`src/rtl/multicycle_controller_if.sv`:
```
// Control/status bundle between the multicycle controller and the RV32 datapath.
// The controller uses the master modport; the datapath (or a bench) uses slave.
interface multicycle_controller_if #(
  parameter int CNT_W = 32
);
  logic [6:0]       op;
  logic             zero;
  logic             mem_ready;
  logic             PCWrite;
  logic             AdrSrc;
  logic             MemWrite;
  logic             IRWrite;
  logic             RegWrite;
  logic [1:0]       ResultSrc;
  logic [1:0]       ALUSrcA;
  logic [1:0]       ALUSrcB;
  logic [1:0]       ALUOp;
  logic [1:0]       ImmSrc;
  logic             illegal;
  logic [3:0]       state;
  logic [CNT_W-1:0] instret;

  modport master (
    input  op, zero, mem_ready,
    output PCWrite, AdrSrc, MemWrite, IRWrite, RegWrite,
           ResultSrc, ALUSrcA, ALUSrcB, ALUOp, ImmSrc,
           illegal, state, instret
  );

  modport slave (
    output op, zero, mem_ready,
    input  PCWrite, AdrSrc, MemWrite, IRWrite, RegWrite,
           ResultSrc, ALUSrcA, ALUSrcB, ALUOp, ImmSrc,
           illegal, state, instret
  );
endinterface

```
`src/rtl/multicycle_controller.sv`:
```
// Moore sequencer for the shared-ALU / unified-memory multicycle RV32 datapath
// (lw, sw, R-type, addi-class, beq, jal) with memory-ready stalls, trap and instret.
module multicycle_controller #(
  parameter int CNT_W = 32
) (
  input  logic                     clk,
  input  logic                     reset,
  multicycle_controller_if.master  ctrl
);

  typedef enum logic [3:0] {
    S_FETCH    = 4'd0,
    S_DECODE   = 4'd1,
    S_MEMADR   = 4'd2,
    S_MEMREAD  = 4'd3,
    S_MEMWB    = 4'd4,
    S_MEMWRITE = 4'd5,
    S_EXECR    = 4'd6,
    S_ALUWB    = 4'd7,
    S_EXECI    = 4'd8,
    S_JAL      = 4'd9,
    S_BEQ      = 4'd10,
    S_TRAP     = 4'd11
  } state_e;

  localparam logic [6:0] OP_LW  = 7'b0000011;
  localparam logic [6:0] OP_SW  = 7'b0100011;
  localparam logic [6:0] OP_R   = 7'b0110011;
  localparam logic [6:0] OP_I   = 7'b0010011;
  localparam logic [6:0] OP_JAL = 7'b1101111;
  localparam logic [6:0] OP_BEQ = 7'b1100011;

  // State-only part of the output decode, registered alongside the state.
  // fetch/beq mark states whose strobes are qualified by mem_ready/zero.
  typedef struct packed {
    logic       fetch;
    logic       beq;
    logic       pc_write;
    logic       mem_write;
    logic       reg_write;
    logic       adr_src;
    logic       illegal;
    logic [1:0] result_src;
    logic [1:0] alu_src_a;
    logic [1:0] alu_src_b;
    logic [1:0] alu_op;
  } ctl_t;

  function automatic ctl_t decode_ctl(state_e s);
    ctl_t c;
    c = '0;
    case (s)
      S_FETCH: begin
        c.fetch      = 1'b1;
        c.alu_src_b  = 2'b10;
        c.result_src = 2'b10;
      end
      S_DECODE: begin
        c.alu_src_a = 2'b01;
        c.alu_src_b = 2'b01;
      end
      S_MEMADR: begin
        c.alu_src_a = 2'b10;
        c.alu_src_b = 2'b01;
      end
      S_MEMREAD:  c.adr_src = 1'b1;
      S_MEMWB: begin
        c.result_src = 2'b01;
        c.reg_write  = 1'b1;
      end
      S_MEMWRITE: begin
        c.adr_src   = 1'b1;
        c.mem_write = 1'b1;
      end
      S_EXECR: begin
        c.alu_src_a = 2'b10;
        c.alu_op    = 2'b10;
      end
      S_ALUWB:    c.reg_write = 1'b1;
      S_EXECI: begin
        c.alu_src_a = 2'b10;
        c.alu_src_b = 2'b01;
        c.alu_op    = 2'b10;
      end
      S_JAL: begin
        c.alu_src_a = 2'b01;
        c.alu_src_b = 2'b10;
        c.pc_write  = 1'b1;
      end
      S_BEQ: begin
        c.beq       = 1'b1;
        c.alu_src_a = 2'b10;
        c.alu_op    = 2'b01;
      end
      S_TRAP:     c.illegal = 1'b1;
      default:    c = '0;
    endcase
    return c;
  endfunction

  state_e           state_q, state_d;
  ctl_t             ctl_q;
  logic [CNT_W-1:0] instret_q;
  logic             retire;

  always_comb begin
    state_d = S_FETCH;
    retire  = 1'b0;
    case (state_q)
      S_FETCH:   state_d = ctrl.mem_ready ? S_DECODE : S_FETCH;
      S_DECODE: begin
        case (ctrl.op)
          OP_LW, OP_SW: state_d = S_MEMADR;
          OP_R:         state_d = S_EXECR;
          OP_I:         state_d = S_EXECI;
          OP_JAL:       state_d = S_JAL;
          OP_BEQ:       state_d = S_BEQ;
          default:      state_d = S_TRAP;
        endcase
      end
      S_MEMADR:  state_d = (ctrl.op == OP_LW) ? S_MEMREAD : S_MEMWRITE;
      S_MEMREAD: state_d = ctrl.mem_ready ? S_MEMWB : S_MEMREAD;
      S_MEMWB: begin
        state_d = S_FETCH;
        retire  = 1'b1;
      end
      S_MEMWRITE: begin
        state_d = ctrl.mem_ready ? S_FETCH : S_MEMWRITE;
        retire  = ctrl.mem_ready;
      end
      S_EXECR, S_EXECI, S_JAL: state_d = S_ALUWB;
      S_ALUWB, S_BEQ: begin
        state_d = S_FETCH;
        retire  = 1'b1;
      end
      S_TRAP:    state_d = S_TRAP;
      default:   state_d = S_FETCH;
    endcase
  end

  always_ff @(posedge clk or posedge reset) begin
    if (reset) begin
      state_q   <= S_FETCH;
      ctl_q     <= decode_ctl(S_FETCH);
      instret_q <= '0;
    end else begin
      state_q <= state_d;
      ctl_q   <= decode_ctl(state_d);
      if (retire) begin
        instret_q <= instret_q + CNT_W'(1);
      end
    end
  end

  // Strobes are gated by reset directly so an in-flight access is killed immediately.
  assign ctrl.IRWrite   = ~reset & ctl_q.fetch & ctrl.mem_ready;
  assign ctrl.PCWrite   = ~reset & ((ctl_q.fetch & ctrl.mem_ready) | ctl_q.pc_write
                                    | (ctl_q.beq & ctrl.zero));
  assign ctrl.MemWrite  = ~reset & ctl_q.mem_write;
  assign ctrl.RegWrite  = ~reset & ctl_q.reg_write;
  assign ctrl.AdrSrc    = ctl_q.adr_src;
  assign ctrl.ResultSrc = ctl_q.result_src;
  assign ctrl.ALUSrcA   = ctl_q.alu_src_a;
  assign ctrl.ALUSrcB   = ctl_q.alu_src_b;
  assign ctrl.ALUOp     = ctl_q.alu_op;
  assign ctrl.illegal   = ctl_q.illegal;
  assign ctrl.state     = state_q;
  assign ctrl.instret   = instret_q;

  always_comb begin
    case (ctrl.op)
      OP_SW:   ctrl.ImmSrc = 2'b01;
      OP_BEQ:  ctrl.ImmSrc = 2'b10;
      OP_JAL:  ctrl.ImmSrc = 2'b11;
      default: ctrl.ImmSrc = 2'b00;
    endcase
  end

endmodule

```
`src/flat_wrapper.sv`:
```
// flat-port wrapper written by rule: the top's interface ports become plain ports
module multicycle_controller_flat 
#(
  parameter int CNT_W = 32
)
  (clk, reset, ctrl_op, ctrl_zero, ctrl_mem_ready, ctrl_PCWrite, ctrl_AdrSrc, ctrl_MemWrite, ctrl_IRWrite, ctrl_RegWrite, ctrl_ResultSrc, ctrl_ALUSrcA, ctrl_ALUSrcB, ctrl_ALUOp, ctrl_ImmSrc, ctrl_illegal, ctrl_state, ctrl_instret);
  multicycle_controller_if #(.CNT_W(CNT_W)) ctrl_i ();
  input  logic clk;
  input  logic reset;
  input wire logic [$bits(ctrl_i.op)-1:0] ctrl_op;
  input wire logic [$bits(ctrl_i.zero)-1:0] ctrl_zero;
  input wire logic [$bits(ctrl_i.mem_ready)-1:0] ctrl_mem_ready;
  output wire logic [$bits(ctrl_i.PCWrite)-1:0] ctrl_PCWrite;
  output wire logic [$bits(ctrl_i.AdrSrc)-1:0] ctrl_AdrSrc;
  output wire logic [$bits(ctrl_i.MemWrite)-1:0] ctrl_MemWrite;
  output wire logic [$bits(ctrl_i.IRWrite)-1:0] ctrl_IRWrite;
  output wire logic [$bits(ctrl_i.RegWrite)-1:0] ctrl_RegWrite;
  output wire logic [$bits(ctrl_i.ResultSrc)-1:0] ctrl_ResultSrc;
  output wire logic [$bits(ctrl_i.ALUSrcA)-1:0] ctrl_ALUSrcA;
  output wire logic [$bits(ctrl_i.ALUSrcB)-1:0] ctrl_ALUSrcB;
  output wire logic [$bits(ctrl_i.ALUOp)-1:0] ctrl_ALUOp;
  output wire logic [$bits(ctrl_i.ImmSrc)-1:0] ctrl_ImmSrc;
  output wire logic [$bits(ctrl_i.illegal)-1:0] ctrl_illegal;
  output wire logic [$bits(ctrl_i.state)-1:0] ctrl_state;
  output wire logic [$bits(ctrl_i.instret)-1:0] ctrl_instret;
  assign ctrl_i.op = ctrl_op;
  assign ctrl_i.zero = ctrl_zero;
  assign ctrl_i.mem_ready = ctrl_mem_ready;
  assign ctrl_PCWrite = ctrl_i.PCWrite;
  assign ctrl_AdrSrc = ctrl_i.AdrSrc;
  assign ctrl_MemWrite = ctrl_i.MemWrite;
  assign ctrl_IRWrite = ctrl_i.IRWrite;
  assign ctrl_RegWrite = ctrl_i.RegWrite;
  assign ctrl_ResultSrc = ctrl_i.ResultSrc;
  assign ctrl_ALUSrcA = ctrl_i.ALUSrcA;
  assign ctrl_ALUSrcB = ctrl_i.ALUSrcB;
  assign ctrl_ALUOp = ctrl_i.ALUOp;
  assign ctrl_ImmSrc = ctrl_i.ImmSrc;
  assign ctrl_illegal = ctrl_i.illegal;
  assign ctrl_state = ctrl_i.state;
  assign ctrl_instret = ctrl_i.instret;
  multicycle_controller #(.CNT_W(CNT_W)) u_core (.clk(clk), .reset(reset), .ctrl(ctrl_i));
endmodule
```
`config.mk`:
```
export PLATFORM = sky130hd
export DESIGN_NAME = multicycle_controller_flat
export DESIGN_NICKNAME = d
export VERILOG_FILES = /design/src/rtl/multicycle_controller_if.sv /design/src/rtl/multicycle_controller.sv /design/src/flat_wrapper.sv
export SDC_FILE = /design/constraint.sdc
export NUM_CORES = 1
export LEC_CHECK = 0
export CORE_MARGIN = 5
export CORE_UTILIZATION = 35
export CTS_CLUSTER_DIAMETER = 60
export DETAILED_ROUTE_END_ITERATION = 12
export PLACE_DENSITY = 0.64
export SYNTH_ARGS = -nofsm -noshare
export SYNTH_HDL_FRONTEND = slang
export SYNTH_SLANG_ARGS = --single-unit
```
`constraint.sdc`:
```
create_clock -name clk -period 1.9 [get_ports clk]
set_input_delay 0.285 -clock clk [delete_from_list [all_inputs] [get_ports clk]]
set_output_delay 0.285 -clock clk [all_outputs]
set_load 0.01 [all_outputs]
```
==> metrics.txt <==
clock power share 14.0%; Crit path max-delay family simple AND/OR/NAND/NOR gates; # fillers around 600; CP max-delay cell or4b_4; Sw Ratio between 30% and 40%; area grow syn2layout 59.2%; critical path depth 6; final setup vio count 6; Tmin final slightly below 2000 ps; CTS Buf Count 5; critical path arrival 2140 ps; CTS HTree Levels 2; CORE AREA ~0.007 mm2; placer congestion estimate 0.806; hpwl dp ~4200 um; post-synth net total about 240; combinational share of power a little over half; Setup crit start kind flip-flop; Root Driver clkbuf_8; Post-CTS Hold Buffers 0; Worst-path clk slew ~90 ps; Worst-Skew Late Latency 300 ps; Setup crit end u_core.ctrl.ALUOp[1]; cell count after synthesis around 230; area of the multi-input gates about 0.0014 mm2; status complete, but fails checks; WHS about 470 ps; Max Clock Freq 0.510 GHz; Netlist cell types between 50 and 60; DR vias/cell about 4.8; wire length per cell around 14 um; Tightest Pin Transition a little over 600 ps; Routed WL between 6000 and 7000 um; VDD IR max 0.524 mV; most frequent cells in the layout clkdlybuf4s50_1, dfrtp_1, buf_4, xnor2_1, xor2_1; most common cell after layout, fill and taps aside clkdlybuf4s50_1; Longest Clk Path Bufs 2; die width 93.8 um; initial DRC count between 60 and 70; DIE HEIGHT 93.8 um; fraction of layout cells with a size suffix above 1 35.1%; total grt overflow 0; r2r worst-path depth 6; hold path depth 1; Nets 350; worst hold-check path type reg -> reg; RSZ-0062 raised after global routing yes; Storage cell area 0.00123 mm2; reg-to-reg startpoint u_core.ctrl.state[2]; Initial Utilization a little over a third; Tcrit/Tclk final 103%; Seq/Total Area, Yosys about half; Port Buffers 62; Setup crit end kind flip-flop; Synth Warn # 0; Slew headroom a little under 60%; failing checks setup timing; Synth Register Bits between 40 and 50; placed cells about 420; Top FF cell, synth dfrtp_1; R2R setup slack -60 ps; largest net degree at the start of global routing 50; number of antenna violations at the first check in global routing 0; Crit Path Class reg -> reg; vias in the first global route between 2k and 2.5k; drt first pass iters 4; slowest stage delay, CP about 560 ps; HP Start u_core.ctrl.instret[31]; CTS tree built; # IOs between 60 and 70; # Max-Cap Violations 0; Post-Syn Area between 0.002 and 0.0025 mm2; row count 30; Cell Pwr Density 1100 mW/mm2; Final Skew roughly 11 ps; final hold vios 0; Final ANT Viol Nets 0; number of enable flip-flop cells after synthesis 0; first-pass GRT wire length roughly 9900 um; reg-to-reg critical path endpoint u_core.ctrl.ALUOp[1]; share of flip-flops with an asynchronous set or reset 100%; Pleak roughly 0.0018 uW; Crit Path Max Fanout 7; Internal Power roughly 2800 uW; Via Count 2,081; aggregate global-route resource usage between 10% and 20%; CTS sink cnt 49; DR DRC count 0; WP data required about 2100 ps; ANT cells 0; full die area around 0.009 mm2; Buf+Inv Stages, Crit Path 0; crit-path cells or4b_4, a41o_1, a32oi_2, nand2b_4, nor3_2, or2_1; Sequential Power Share a little under a third; Mapped Avg Cell Area 10.6 um2; non-filler instance count after layout between 400 and 500; Setup WS post-layout -62.6 ps; Final Max Tran Viols 0; sw power 1540 uW; Crit. Startpoint u_core.ctrl.state[2]
power groups by stage:
stage | logic [uW] | clock network, uW | registers (uW)
6_report | 2350 | 602 | 1340
3_5_place_dp | 1860 | 0 | 1370
4_1_cts | 2060 | 615 | 1350
2_1_floorplan | 1060 | 0 | 1420
3_3_place_gp | 1840 | 0 | 1360
5_1_grt | 2520 | 647 | 1370
layer usage:
layer | vias up | GRT usage [%] | routed length [um]
met1 | 1009 | 17.4 | 2740
met4 | 0 | 4.09 | 95
met2 | 52 | 23.2 | 3080
li1 | 1010 | - | -
met5 | - | 0 | 0
met3 | 10 | 3.53 | 270
worst min path at each step:
stage	end	slack, ps
global route	u_core.ctrl.instret[31]	500
global placement	u_core.ctrl.instret[31]	460
detailed placement	u_core.ctrl.instret[31]	470
CTS	u_core.ctrl.instret[31]	480
floorplan	u_core.ctl_q[10]	320
finish	u_core.ctrl.instret[31]	470
layout make-up:
type / count / share of cell area (%)
sequential: 49 / 31.4
timing repair buffer: 115 / 27.0
clock inverter: 1 / 0.192
inverter: 8 / 0.927
multi-input combinational: 159 / 35.5
tap: 96 / 3.07
clock buffer: 7 / 1.95
synthesized netlist by cell type (5+ instances only):
master    instances  area, um2
nand2_1          15       56.3
nand4_1           7       43.8
nor2_1           12       45.0
buf_4            11       82.6
xor2_1           12        105
inv_1             7       26.3
and3_1            8       50.1
dfrtp_1          47       1180
nor2b_1           6       37.5
and4_1            6       52.6
nand2b_1          5       31.3
nand3_1          11       55.1
nor3_1           11       55.1
xnor2_1          22        193
what timing repair did:
item,in CTS,in global routing
setup buffers,7,4
pin swaps,14,24
setup endpoints to repair,34,30
resized for setup,31,51
state kept, by name, summed over array words and instances (netlist names):
name and flops:
u_core.ctrl.instret 32, u_core.ctrl.ALUSrcB 2, u_core.ctrl.ALUSrcA 2, u_core.ctl_q 3, u_core.ctrl.AdrSrc 1, u_core.ctrl.ALUOp 2, u_core.ctrl.ResultSrc 2, u_core.ctrl.state 4
u_core.ctrl.illegal 1
logic make-up after synthesis:
kind of cell    Yosys count  synth area share (%)
buf+inv                  24                  5.80
simple gates            101                  24.5
flops                    49                  49.9
mux                       2                 0.865
fa+ha+maj                 1                 0.509
compound gates           21                  6.31
xor+xnor                 34                  12.1
through the flow:
stage	utilization, %	setup WS (ps)	total power, uW	TNS (ps)	instance area, um2
6_report	57.3	-62.6	4300	-158	3920
5_1_grt	57.3	-115	4540	-1240	3920
4_1_cts	53.8	-55.4	4020	-113	3670
3_5_place_dp	49.9	-293	3230	-7200	3410
3_3_place_gp	49.9	-277	3200	-6640	3410
2_1_floorplan	-	-22.5	2480	-44.2	2470
Power figures use the tool's default switching activity.
